File: config.mk
export PLATFORM = sky130hd
export DESIGN_NAME = msix_intr_sched
export DESIGN_NICKNAME = d
export VERILOG_FILES = /design/src/rtl/msix_intr_sched.sv
export SDC_FILE = /design/constraint.sdc
export NUM_CORES = 1
export LEC_CHECK = 0
export CAP_MARGIN = 20
export CORE_MARGIN = 5
export CORE_UTILIZATION = 40
export CTS_CLUSTER_SIZE = 8
export DETAILED_ROUTE_END_ITERATION = 8
export GPL_TIMING_DRIVEN = 0
export PLACE_DENSITY_LB_ADDON = 0.05
export SLEW_MARGIN = 15
export SYNTH_ARGS = -nofsm -noshare
export SYNTH_HDL_FRONTEND = slang
export SYNTH_SLANG_ARGS = --single-unit
File: constraint.sdc
create_clock -name i_clk -period 2.45 [get_ports i_clk]
set_input_delay 0.3675 -clock i_clk [delete_from_list [all_inputs] [get_ports i_clk]]
set_output_delay 0.3675 -clock i_clk [all_outputs]
set_load 0.05 [all_outputs]
File: src/rtl/msix_intr_sched.sv
// MSI-X interrupt scheduler: pending bits, masks,
// round-robin pick, valid/ready issue, holdoff.
module msix_intr_sched #(
  parameter int NVEC    = 4,
  parameter int VECW    = 2,
  parameter int HOLDOFF = 16
) (
  input  logic            i_clk,
  input  logic            i_rst,
  input  logic [NVEC-1:0] i_src_req,
  input  logic [NVEC-1:0] i_mask,
  output logic            o_intr_valid,
  output logic [VECW-1:0] o_intr_vector,
  input  logic            i_intr_ready,
  output logic [NVEC-1:0] o_pending,
  output logic            o_busy,
  output logic [15:0]     o_issued_cnt
);

  localparam logic [7:0] HO8 = 8'(HOLDOFF);
  localparam logic [VECW-1:0] LAST = VECW'(NVEC - 1);

  typedef enum logic [1:0] {
    IDLE,
    ISSUE,
    HOLD
  } state_t;

  state_t          state;
  logic [NVEC-1:0] src_q;
  logic [NVEC-1:0] mask_q;
  logic [NVEC-1:0] pend;
  logic [NVEC-1:0] edges;
  logic [NVEC-1:0] elig;
  logic [NVEC-1:0] clr;
  logic [VECW-1:0] rr;
  logic [VECW-1:0] win;
  logic [VECW-1:0] iv;
  logic            found;
  logic            accept;
  logic [7:0]      hcnt;
  int              idx;

  assign edges     = i_src_req & ~src_q;
  // Masks are sampled so an unmask takes effect
  // one cycle later, like a new request does.
  assign elig      = pend & ~mask_q;
  assign accept    = o_intr_valid & i_intr_ready;
  assign o_pending = pend;
  assign o_busy    = (state != IDLE);

  // One-hot clear of the vector being accepted.
  always_comb begin
    clr = '0;
    if (accept) clr[o_intr_vector] = 1'b1;
  end

  // Round-robin search from rr upward, wrapping.
  always_comb begin
    found = 1'b0;
    win   = '0;
    idx   = 0;
    iv    = '0;
    for (int k = 0; k < NVEC; k++) begin
      idx = (int'(rr) + k) % NVEC;
      iv  = VECW'(idx);
      if (!found && elig[iv]) begin
        found = 1'b1;
        win   = iv;
      end
    end
  end

  // Edge capture, mask sample and pending bits.
  // A new edge wins over a same-cycle clear.
  always_ff @(posedge i_clk or posedge i_rst) begin
    if (i_rst) begin
      src_q  <= '0;
      mask_q <= '0;
      pend   <= '0;
    end else begin
      src_q  <= i_src_req;
      mask_q <= i_mask;
      pend   <= (pend & ~clr) | edges;
    end
  end

  // Issue FSM with registered valid/vector.
  always_ff @(posedge i_clk or posedge i_rst) begin
    if (i_rst) begin
      state         <= IDLE;
      o_intr_valid  <= 1'b0;
      o_intr_vector <= '0;
      o_issued_cnt  <= '0;
      rr            <= '0;
      hcnt          <= '0;
    end else begin
      case (state)
        IDLE: begin
          if (found) begin
            o_intr_vector <= win;
            o_intr_valid  <= 1'b1;
            state         <= ISSUE;
          end
        end
        ISSUE: begin
          if (i_intr_ready) begin
            o_intr_valid <= 1'b0;
            o_issued_cnt <= o_issued_cnt + 16'd1;
            hcnt         <= HO8;
            if (o_intr_vector == LAST) rr <= '0;
            else rr <= o_intr_vector + 1'b1;
            if (HO8 == 8'd0) state <= IDLE;
            else state <= HOLD;
          end
        end
        HOLD: begin
          if (hcnt <= 8'd1) begin
            hcnt  <= 8'd0;
            state <= IDLE;
          end else begin
            hcnt <= hcnt - 8'd1;
          end
        end
        default: state <= IDLE;
      endcase
    end
  end

endmodule

# Word-level counts from Yosys, hierarchy flattened
# Cells that the tools add are included.
# totals
output_inout_bits	24
latch_bits	0
memories	0
reg_bits	43
rom_bits	0
mem_bits_rw	0
elab_cells	82
# op_classes
n_reduce_logical	16
div_mod_pow	0
order_cmp	7
bitwise_logic	8
n_mul	0
addsub	6
mux	30
n_eq_ne	6
n_shift	0
# ops
op	count
16-bit by 1-bit adder with 16-bit output (second input constant)	1
2-bit two-way mux	8
8-bit two-way mux	2
8-bit one-hot mux with 2 select lines	1
2-bit by 3-bit < comparator with 1-bit output (second input constant)	5
4-bit AND	3
4-bit inverter	3
1-bit two-way mux	11
1-bit binary-select mux with 2-bit select	4
8-bit by 1-bit less-or-equal comparator with 1-bit output (second input constant)	1
8-bit by 1-bit subtractor with 8-bit output (second input constant)	1
2-bit inequality test (second input constant)	3
2-bit one-hot mux with 3 select lines	1
2-bit AND reduction	3
3-bit AND reduction	2
2-bit nonzero test	3
2-bit by 1-bit adder with 2-bit output (second input constant)	2
2-bit adder (second input constant)	2
2-bit equality test (second input constant)	2
1-bit logical AND	4
4-bit two-way mux	1
4-bit OR	1
1-bit logical NOT	3
1-bit demux with 2-bit select	1
other kinds (5)	5

# Depth between registers and ports, before layout
# depth
ltp_word	16
ltp_mapped	6
depth_no_buf	6

# Least setup slack after synthesis
# OpenSTA, ideal clock, no wires.
# synth_timing
path_kind	register -> register
startpoint	reg o_issued_cnt[3]
endpoint	reg o_issued_cnt[12]
required_time_ns	2.309
t_arrival_ns	1.635
stages_incl_launch_ff	6
synth_period_minus_slack_ns	1.776
setup_slack_ns	0.674
cell_sequence	dfrtp_1 and4_1 and4_1 clkbuf_1 nand4_1 xnor2_1
# synth_via
elab_chain_len	1
# synth_lines
item	line_no	text
start, declared	17	output logic [15:0] o_issued_cnt
start signal, assigned	109	o_issued_cnt <= o_issued_cnt + 16'd1;
16-bit by 1-bit adder with 16-bit output	109	
# Every way passes these cells.
# A chain may end at the register's enable or synchronous reset.

# Worst setup path after layout
# layout_timing
startpoint	reg state[1]
endpoint	out o_busy
# layout_via
elab_chain_len	1
# layout_lines
item	line_no	text
start, declared	29	state_t state;
start signal, assigned	91	state <= IDLE;
start signal, assigned	103	state <= ISSUE;
start signal, assigned	113	if (HO8 == 8'd0) state <= IDLE;
2-bit nonzero test	50	assign o_busy = (state != IDLE);
end, declared	16	output logic o_busy,
# Every way passes these cells.

==> insert_results.sql <==
INSERT INTO impl_metrics (metric_group, metric, value, unit) VALUES
('outcome', 'status', 'complete, no violations', ''),
('global_routing', 'grt_start_max_net_pins', '33', ''),
('timing', 'worst_slew_margin_rel', '66.0', '%'),
('logic_synthesis', 'synth_cell_types', '42', ''),
('clock_network', 'cts_max_path_buffers', '2', ''),
('timing', 'setup_tns', '0', 'ns'),
('detailed_routing', 'vias', '1446', ''),
('finish', 'final_nets', '243', ''),
('logic_synthesis', 'synthesis.area_per_instance', '10.7', 'um2'),
('worst_setup_path', 'endpoint_kind', 'primary output', ''),
('worst_setup_path', 'path_max_fanout', '7', ''),
('detailed_routing', 'ant_nets', '0', ''),
('power', 'pwr_density_cell', '1160', 'nW/um2'),
('clock_network', 'cts_setup_buffers', '0', ''),
('worst_setup_path', 'worstPathRequired', '2.08', 'ns'),
('logic_synthesis', 'synthesis.area', '1950', 'um2'),
('logic_synthesis', 'top_cell_type_s_share_of_synthesized_area', '55.1', '%'),
('finish', 'layout.cells.most_common', 'dfrtp_1', ''),
('place', 'pre_cts_slack', '0.300', 'ns'),
('global_routing', 'globalRouteMet3Util', '3.95', '%'),
('floorplan', 'initial_standard_cell_utilization_of_the_core', '41.4', '%'),
('finish', 'layout.cells.most_common_list', 'dfrtp_1, clkdlybuf4s50_1, nand2_1', ''),
('clock_network', 'numCtsBuffers', '5', ''),
('worst_setup_path', 'regToRegStartpoint', 'hcnt[4]', ''),
('floorplan', 'fp.coreArea', '4720', 'um2'),
('logic_synthesis', 'synthesis.yosys.warnings', '0', ''),
('timing', 'finalMaxSlewViolations', '0', ''),
('timing', 'final-hold-violation-count', '0', ''),
('power', 'leakage', '1.13', 'nW'),
('worst_setup_path', 'critical_path.startpoint_type', 'register', ''),
('timing', 'tightestPinTransition', '0.509', 'ns'),
('detailed_routing', 'drt_drc_violations_left', '0', ''),
('worst_setup_path', 'critical_path.endpoint', 'o_busy', ''),
('logic_synthesis', 'cell_taking_the_most_area_after_synthesis', 'dfrtp_1', ''),
('timing', 'post-route-period-util', '85.7', '%'),
('logic_synthesis', 'mappedNetlistNets', '201', ''),
('finish', 'antennaDiodeCount', '0', ''),
('clock_network', 'worst_skew_pair.late_latency', '0.29', 'ns'),
('power', 'irDropWorstVdd', '0.468', 'mV'),
('detailed_routing', 'post_drt_via_cell_ratio', '4.94', ''),
('timing', 'post-route-worst-setup-slack', '0.350', 'ns'),
('global_routing', 'antenna_found_initial', '0', ''),
('logic_synthesis', 'sequential_element_share_of_the_synthesized_area', '55.1', '%'),
('logic_synthesis', 'synth-async-reset-ratio', '100', '%'),
('global_routing', 'gr-total-overflow', '0', ''),
('worst_setup_path', 'worst_r2r_endpoint', 'hcnt[5]', ''),
('place', 'detailed_place_hpwl', '2.94', 'mm'),
('clock_network', 'root_buffer', 'clkbuf_8', ''),
('timing', 'timing.clock.skew', '0.00444', 'ns'),
('clock_network', 'hold_buffers', '0', ''),
('finish', 'final_layout_size_suffix_gt1_share', '6.64', '%'),
('logic_synthesis', 'postSynthCellCount', '183', ''),
('clock_network', 'htreeDepth', '2', ''),
('logic_synthesis', 'total_of_flip_flops_plus_latches_after_synthesis', '43', ''),
('timing', 'fmax', '0.476', 'GHz'),
('place', 'place_congestion', '0.821', ''),
('global_routing', 'via_count_of_the_first_global_routing_pass', '1504', ''),
('global_routing', 'grt-busiest-layer', 'met2', ''),
('min_path', 'hp-class', 'input port to async pin', ''),
('clock_network', 'clock_tree_from_tritoncts', 'yes', ''),
('clock_network', 'cts_repair_resize_count', '0', ''),
('global_routing', 'global_route_usage_sum', '13.9', '%'),
('detailed_routing', 'route.final.wire_length', '3.90', 'mm'),
('worst_setup_path', 'worst_r2r_path_depth', '4', ''),
('detailed_routing', 'dr.pass1.iters', '4', ''),
('floorplan', 'fp.dieH', '79.9', 'um'),
('logic_synthesis', 'ys_dominant_reg_cell', 'dfrtp_1', ''),
('global_routing', 'grt_util_met2', '22.7', '%'),
('timing', 'post-route-min-period', '2.10', 'ns'),
('floorplan', 'boundaryPins', '35', ''),
('run', 'max_cap_violations', '0', '');
synthesized netlist by cell type, types with 2 or more instances:
library cell,instances
xnor2_1,14
nand4_1,5
and3_1,3
o21ai_1,2
a21oi_1,2
inv_1,12
nand3_1,10
o22ai_1,3
clkbuf_1,3
nor2b_1,3
dfrtp_1,43
nand2_1,24
ha_1,7
nand2b_1,6
nor3_1,2
o21ai_0,8
nor2_1,8
o311ai_0,2
and4_1,3
critical path, cell delays in order (launching register included):
cell	delay (ns)
dfrtp_1	0.44
nor2_1	0.23
inv_1	0.07
clkdlybuf4s50_1	0.70
cell families after synthesis:
group | synth area share [%]
XOR/XNOR | 6.73
AO/OA/AOI/OAI | 10.8
AND/OR/NAND/NOR | 19.5
multiplexers | 0.513
adder cells (fa/ha/maj) | 4.48
buffers and inverters | 2.88
flip-flops | 55.1
power breakdown:
| part | switching, mW | internal, mW |
|---|---|---|
| clock | 0.241 | 0.330 |
| combinational | 0.785 | 0.463 |
| sequential | 0.212 | 0.894 |
| total | 1.24 | 1.69 |
layer usage:
layer  wire (um)  vias up  part of all wire (%)
met2        1830       30                    47
met5           0        -                     0
met4          51        0                   1.3
li1            -      715                     -
met1        1810      695                    46
met3         200        6                   5.1
how the worst min path moves through the flow:
| stage | start | end | depth (start not counted) |
|---|---|---|---|
| final | i_rst | o_intr_vector[1] | 2 |
| after global routing | i_rst | o_intr_vector[1] | 2 |
| after CTS | i_rst | o_issued_cnt[6] | 2 |
| after detailed placement | src_q[0] | o_pending[0] | 1 |
| after global placement | src_q[3] | o_pending[3] | 1 |
| after floorplan | i_mask[0] | mask_q[0] | 0 |
flip-flops by register name (all words and copies together) (netlist names):
name and cells:
hcnt 8, mask_q 4, o_intr_valid 1, o_intr_vector 2, o_issued_cnt 16, o_pending 4, rr 2, src_q 4
state 2
through the flow:
step / power, mW / hold WS (ns) / util, % / cell area (um2) / std cells
floorplan: 1.97 / 0.399 / - / 1950 / 183
global placement: 2.34 / 0.404 / 50.3 / 2380 / 284
detailed placement: 2.38 / 0.416 / 50.8 / 2400 / 285
CTS: 2.96 / 0.332 / 53.2 / 2510 / 293
global route: 3.14 / 0.366 / 53.2 / 2510 / 293
finish: 2.93 / 0.327 / 53.2 / 2510 / 293
cell type report:
cell class	count	area, um2
fillers	429	2210
plain buffers	3	11.3
well taps	67	83.8
clock buffers	6	82.6
repair buffers	35	360
flip-flops and latches	43	1080
inverters	12	45.0
multi-input cells	125	821
clock inverters	2	35.0
(Power assumes the default switching activity.)
==> RTL edit 1, RTL diff (config.mk and constraints unchanged) <==
Put one more register stage on the output `o_intr_valid`, without a reset. The value now appears one clock later. The other outputs are not delayed to match.
--- a/src/rtl/msix_intr_sched.sv
+++ b/src/rtl/msix_intr_sched.sv
@@ -27,4 +27,6 @@
   } state_t;
 
+  logic o_intr_valid_s0;
+
   state_t          state;
   logic [NVEC-1:0] src_q;
@@ -46,5 +48,5 @@
   // one cycle later, like a new request does.
   assign elig      = pend & ~mask_q;
-  assign accept    = o_intr_valid & i_intr_ready;
+  assign accept    = o_intr_valid_s0 & i_intr_ready;
   assign o_pending = pend;
   assign o_busy    = (state != IDLE);
@@ -90,5 +92,5 @@
     if (i_rst) begin
       state         <= IDLE;
-      o_intr_valid  <= 1'b0;
+      o_intr_valid_s0 <= 1'b0;
       o_intr_vector <= '0;
       o_issued_cnt  <= '0;
@@ -100,5 +102,5 @@
           if (found) begin
             o_intr_vector <= win;
-            o_intr_valid  <= 1'b1;
+            o_intr_valid_s0 <= 1'b1;
             state         <= ISSUE;
           end
@@ -106,5 +108,5 @@
         ISSUE: begin
           if (i_intr_ready) begin
-            o_intr_valid <= 1'b0;
+            o_intr_valid_s0 <= 1'b0;
             o_issued_cnt <= o_issued_cnt + 16'd1;
             hcnt         <= HO8;
@@ -128,4 +130,8 @@
   end
 
+  always_ff @(posedge i_clk) begin
+    o_intr_valid <= o_intr_valid_s0;
+  end
+
 endmodule
 
Check against the original RTL: not equivalent (a bounded check fails within 4 cycles, from zero or initial values and one cycle with i_rst high).
==> RTL edit 1 against the unedited design <==
- synthesized area increased by 1.7%
- power decreased by 1.3%
- sequential cell count rose by 1
- worst setup slack got worse by 0.15 ns
- sequential share of layout area up 0.77 points
- fmax down 6.7%
- cell area about the same
- routed wire length rose by 5.2%
- critical path type unchanged
- critical endpoint unchanged
- largest power group unchanged
==> RTL edit 1: results (changes against the unedited design) <==
[clocking]
root_buffer=clkbuf_8
ctsResizeCount=0  ; unchanged
htree_levels=2  ; unchanged

[worst_setup_path]
crit_fanout=9  ; +2
crit_family=buffers and inverters
arrival_ns=1.88  ; +0.15 ns
worst_path_largest_cell_delay_ns=0.80  ; +0.10 ns

[global_routing]
grt_start_max_net_pins=28  ; -15%
grt_pass1_vias=1554  ; +3.3%
grtUsageTotal_pct=14.0  ; +0.098 points
grt_pass1_wl_mm=6.91  ; -0.40%

[routing]
wire_per_inst_um=14.0  ; +5.6%
via_per_inst=5.01  ; +1.6%
drt_iter0_markers=61  ; +97%

[outcome]
status=finished, final reports clean

[finish]
seq_area_um2=1100  ; +1.9%
antenna_cells=0  ; unchanged
n_fill_cell=464  ; +8.2%
drive_gt1_share_pct=7.11  ; +0.47 points
layout.cells.non_filler=292  ; -0.34%

[power]
ir_drop_uv=958  ; +100%
p_leak_uw=0.00110  ; -2.4%
p_sw_uw=1230  ; -0.36%

[yosys]
async_flop_share_pct=97.7  ; -2.3 points
yosys-top-cells-area=dfrtp_1 54%, xnor2_1 5.3%, ha_1 4.4%
synth_fp_nets=202  ; +0.50%
seq_area_frac_synth_pct=55.2  ; +0.11 points
synth.top_cells.by_count=43 x dfrtp_1, 22 x nand2_1, 12 x xnor2_1, 11 x o21ai_0, 10 x inv_1
syn_inst=184  ; +0.55%
post_synth_num_cell_types=41  ; -2.4%
synthFlopType=dfrtp_1

[placed_design]
gp_congestion=0.805  ; -2.0%
port_buffers=33  ; -2.9%
dpl.hpwl_mm=3.05  ; +3.9%
dpl_cell_area_um2=2420  ; +0.94%

[timing]
relSlewSlack_pct=64.1  ; -1.9 points
finalClockSkew_ns=0.00258  ; -0.00185 ns

-- RTL edit 1: metal layers --
| metal | up-vias | wire length [um] | GRT usage [%] |
|---|---|---|---|
| met5 | - | 0 | 0 |
| met4 | 0 | 36 | 4.05 |
| met3 | 4 | 156 | 4.48 |
| met2 | 25 | 1930 | 22.7 |
| met1 | 712 | 1980 | 17.8 |
| li1 | 723 | - | - |
-- RTL edit 1: cells by family after synthesis --
kind of cell | Yosys count | synth area share, %
fa+ha+maj | 7 | 4.41
xor+xnor | 15 | 6.62
mux | 1 | 0.504
flops | 44 | 55.2
buf+inv | 14 | 3.02
compound gates | 33 | 11.9
simple gates | 70 | 18.3
-- RTL edit 1: final timing paths --
kind                       startpoint            to  slack, ns  cells past startpoint
max                          state[0]        o_busy       0.20                      3
min                             i_rst  o_pending[2]       0.38                      2
max reg2reg                   hcnt[4]       hcnt[5]       0.47                      5
min reg2reg                  src_q[0]  o_pending[0]       0.42                      1
max in group asynchronous       i_rst         rr[1]       1.61                      3
min in group i_clk           src_q[0]  o_pending[0]       0.42                      1
-- RTL edit 1: area by class of cell --
class | instances | share of cell area (%)
inverters | 10 | 1.49
plain buffers | 4 | 0.895
clock buffers | 7 | 3.83
multi-input cells | 126 | 33.0
repair buffers | 34 | 13.9
well taps | 67 | 3.33
flip-flops and latches | 44 | 43.6
-- RTL edit 1: power by group through the flow --
| stage | Sequential, uW | Clock, uW | Combinational [uW] |
|---|---|---|---|
| after global placement | 1140 | 0 | 1250 |
| after floorplan | 1410 | 0 | 613 |
| after CTS | 1130 | 489 | 1290 |
| after detailed placement | 1150 | 0 | 1280 |
| final | 1130 | 474 | 1280 |
| after global routing | 1170 | 518 | 1400 |
-- RTL edit 1: through the flow --
| stage | worst slack [ns] | hold WS (ns) |
|---|---|---|
| after floorplan | 0.577 | 0.399 |
| after global placement | 0.204 | 0.404 |
| after detailed placement | 0.461 | 0.414 |
| after CTS | 0.184 | 0.379 |
| after global routing | 0.131 | 0.394 |
| final | 0.198 | 0.375 |
==> RTL edit 2, RTL diff (same flow settings) <==
Made on the original files. Change the parameter `NVEC` from 4 to 8.
--- a/src/rtl/msix_intr_sched.sv
+++ b/src/rtl/msix_intr_sched.sv
@@ -2,5 +2,5 @@
 // round-robin pick, valid/ready issue, holdoff.
 module msix_intr_sched #(
-  parameter int NVEC    = 4,
+  parameter int NVEC    = 8,
   parameter int VECW    = 2,
   parameter int HOLDOFF = 16
Ports: changed (resized i_mask, i_src_req and o_pending); port bits go from 35 to 47. The function was not compared with the original's and may differ.
==> RTL edit 2 against the unedited design <==
- cell count grew 9.9%
- synthesized area grew 18%
- highest routed layer unchanged
- worst setup slack lost 0.076 ns
- sequential cell count rose by 8
- synthesized cell count increased by 9.3%
- hold slack gained 0.022 ns
- die area is 16% higher
- critical path depth rose by 1
- cell area grew 17%
- critical path type unchanged
- routed wire length grew 8.5%
- combinational power increased by 6%
- utilization fell by 0.36 points
- power increased by 8.7%
==> RTL edit 2: results (changes against the unedited design) <==
[yosys]
yosys_warnings=0  ; unchanged
synth_mux_area_share_pct=0.975  ; +0.46 points
seq_area_frac_synth_pct=55.3  ; +0.16 points
synth.top_cell.area_share_pct=55.3  ; +0.16 points
synthAdderAreaFrac_pct=3.79  ; -0.69 points
yosys-top-cells-area=dfrtp_1 55%, nand2_1 3.9%, ha_1 3.8%
synth-compound-area-share_pct=11.1  ; +0.29 points
post_synth_num_cell_types=46  ; +9.5%
synth.top_cells.by_count=51 x dfrtp_1, 24 x nand2_1, 14 x inv_1, 9 x xnor2_1, 8 x o21ai_0
synth_fp_nets=226  ; +12%
synthXorXnorAreaFrac_pct=5.69  ; -1.0 points
async_flop_share_pct=100  ; unchanged

[power]
ir_drop_uv=610  ; +30%
p_leak_uw=0.00132  ; +17%

[routing]
dr.pass1.iters=4  ; unchanged
via_per_inst=4.91  ; -0.45%
wire_per_inst_um=13.1  ; -1.3%
drt_iter0_markers=31  ; unchanged

[placed_design]
port_buffers=41  ; +21%
gp_congestion=0.765  ; -6.8%
dpl.hpwl_mm=3.18  ; +8.2%

[clocking]
root_buffer=clkbuf_8
cts_buffer_depth=2  ; unchanged
path_clk_slew_ns=0.09
htree_levels=2  ; unchanged
postCtsSetupBuffers=0  ; unchanged
clk_latency_ns=0.30
ctsResizeCount=0  ; unchanged
cts-buffers-inserted=5  ; unchanged

[finish]
regMostFlops=o_issued_cnt
fin_nets=275  ; +13%
drive_gt1_share_pct=11.2  ; +4.6 points
antenna_cells=0  ; unchanged
n_fill_cell=516  ; +20%
largest_reg_flops=16  ; unchanged

[outcome]
status=finished, final reports clean

[min_path]
hp-class=in2reg

[global_routing]
grt_start_max_net_pins=30  ; -9.1%
grt_pass1_wl_mm=7.37  ; +6.2%
antenna_found_initial=0  ; unchanged
grtUsageTotal_pct=12.3  ; -1.5 points
grt_pass1_vias=1557  ; +3.5%

[worst_setup_path]
crit_fanout=8  ; +1
arrival_ns=1.81  ; +0.08 ns

[timing]
tightest_slew_ns=0.510  ; +0.00157 ns
finalClockSkew_ns=0.00958  ; +0.00514 ns

## RTL edit 2: cell count changes in the layout (fill, tap and decap cells not counted), sizes merged, moves of 5 or more
cell / delta
clkdlybuf4s50: +7
xor2: +5
xnor2: -5
dfrtp: +8
nor4: +5
a31oi: +6
## RTL edit 2: path summary, 6_finish.rpt
path	startpoint	endpoint	slack, ns	cells after the start
hold / removal	i_intr_ready	state[0]	0.35	2
setup / recovery	state[0]	o_busy	0.27	4
setup reg to reg	hcnt[0]	hcnt[5]	0.64	6
min in group asynchronous	i_rst	o_pending[7]	0.40	2
max in group asynchronous	i_rst	o_issued_cnt[0]	1.53	3
hold reg to reg	src_q[3]	o_pending[3]	0.42	1
## RTL edit 2: logic make-up after synthesis
| logic type | count (synthesis) |
|---|---|
| muxes | 2 |
| and+or+nand+nor | 71 |
| AOI/OAI and AO/OA | 37 |
| xor gates and xnor gates | 15 |
| adders and majority gates | 7 |
| buffers and inverters | 17 |
| DFF | 51 |
## RTL edit 2: report_power, final
group	leakage [uW]	internal [uW]	total, uW	switching (uW)
Combinational	0.000639	522	1320	798
Clock	0.0000612	331	594	264
Sequential	0.000615	1030	1270	240
Total	0.00132	1880	3180	1300
## RTL edit 2: area by class of cell
cell class | instances | area (um2) | area share, %
sequential | 51 | 1280 | 43.3
multi-input combinational | 132 | 955 | 32.4
timing repair buffer | 42 | 430 | 14.6
tap | 72 | 90.1 | 3.06
clock buffer | 6 | 82.6 | 2.80
inverter | 14 | 52.6 | 1.78
clock inverter | 2 | 35.0 | 1.19
buffer | 3 | 26.3 | 0.891
## RTL edit 2: through the flow
step / setup WS [ns] / std cells / cell area [um2] / utilization, % / power [uW]
floorplan: 0.730 / 200 / 2310 / - / 2210
global placement: -0.159 / 313 / 2810 / 50.4 / 2600
detailed placement: 0.612 / 314 / 2830 / 50.8 / 2620
CTS: 0.254 / 322 / 2950 / 52.9 / 3230
global route: 0.164 / 322 / 2950 / 52.9 / 3410
finish: 0.274 / 322 / 2950 / 52.9 / 3180
## RTL edit 2: per-layer routing
metal  global-route usage [%]  wire length, um  up-vias
li1                         -                -      795
met1                     16.9             2010      746
met2                     18.6             1900       34
met3                     3.55              268        7
met4                     4.32               57        0
met5                        0                0        -
## RTL edit 2: worst max-delay path: stages, from the launching register on
cell	delay [ns]
dfrtp_1	0.39
buf_6	0.14
nor2_1	0.20
inv_1	0.07
clkdlybuf4s50_1	0.71
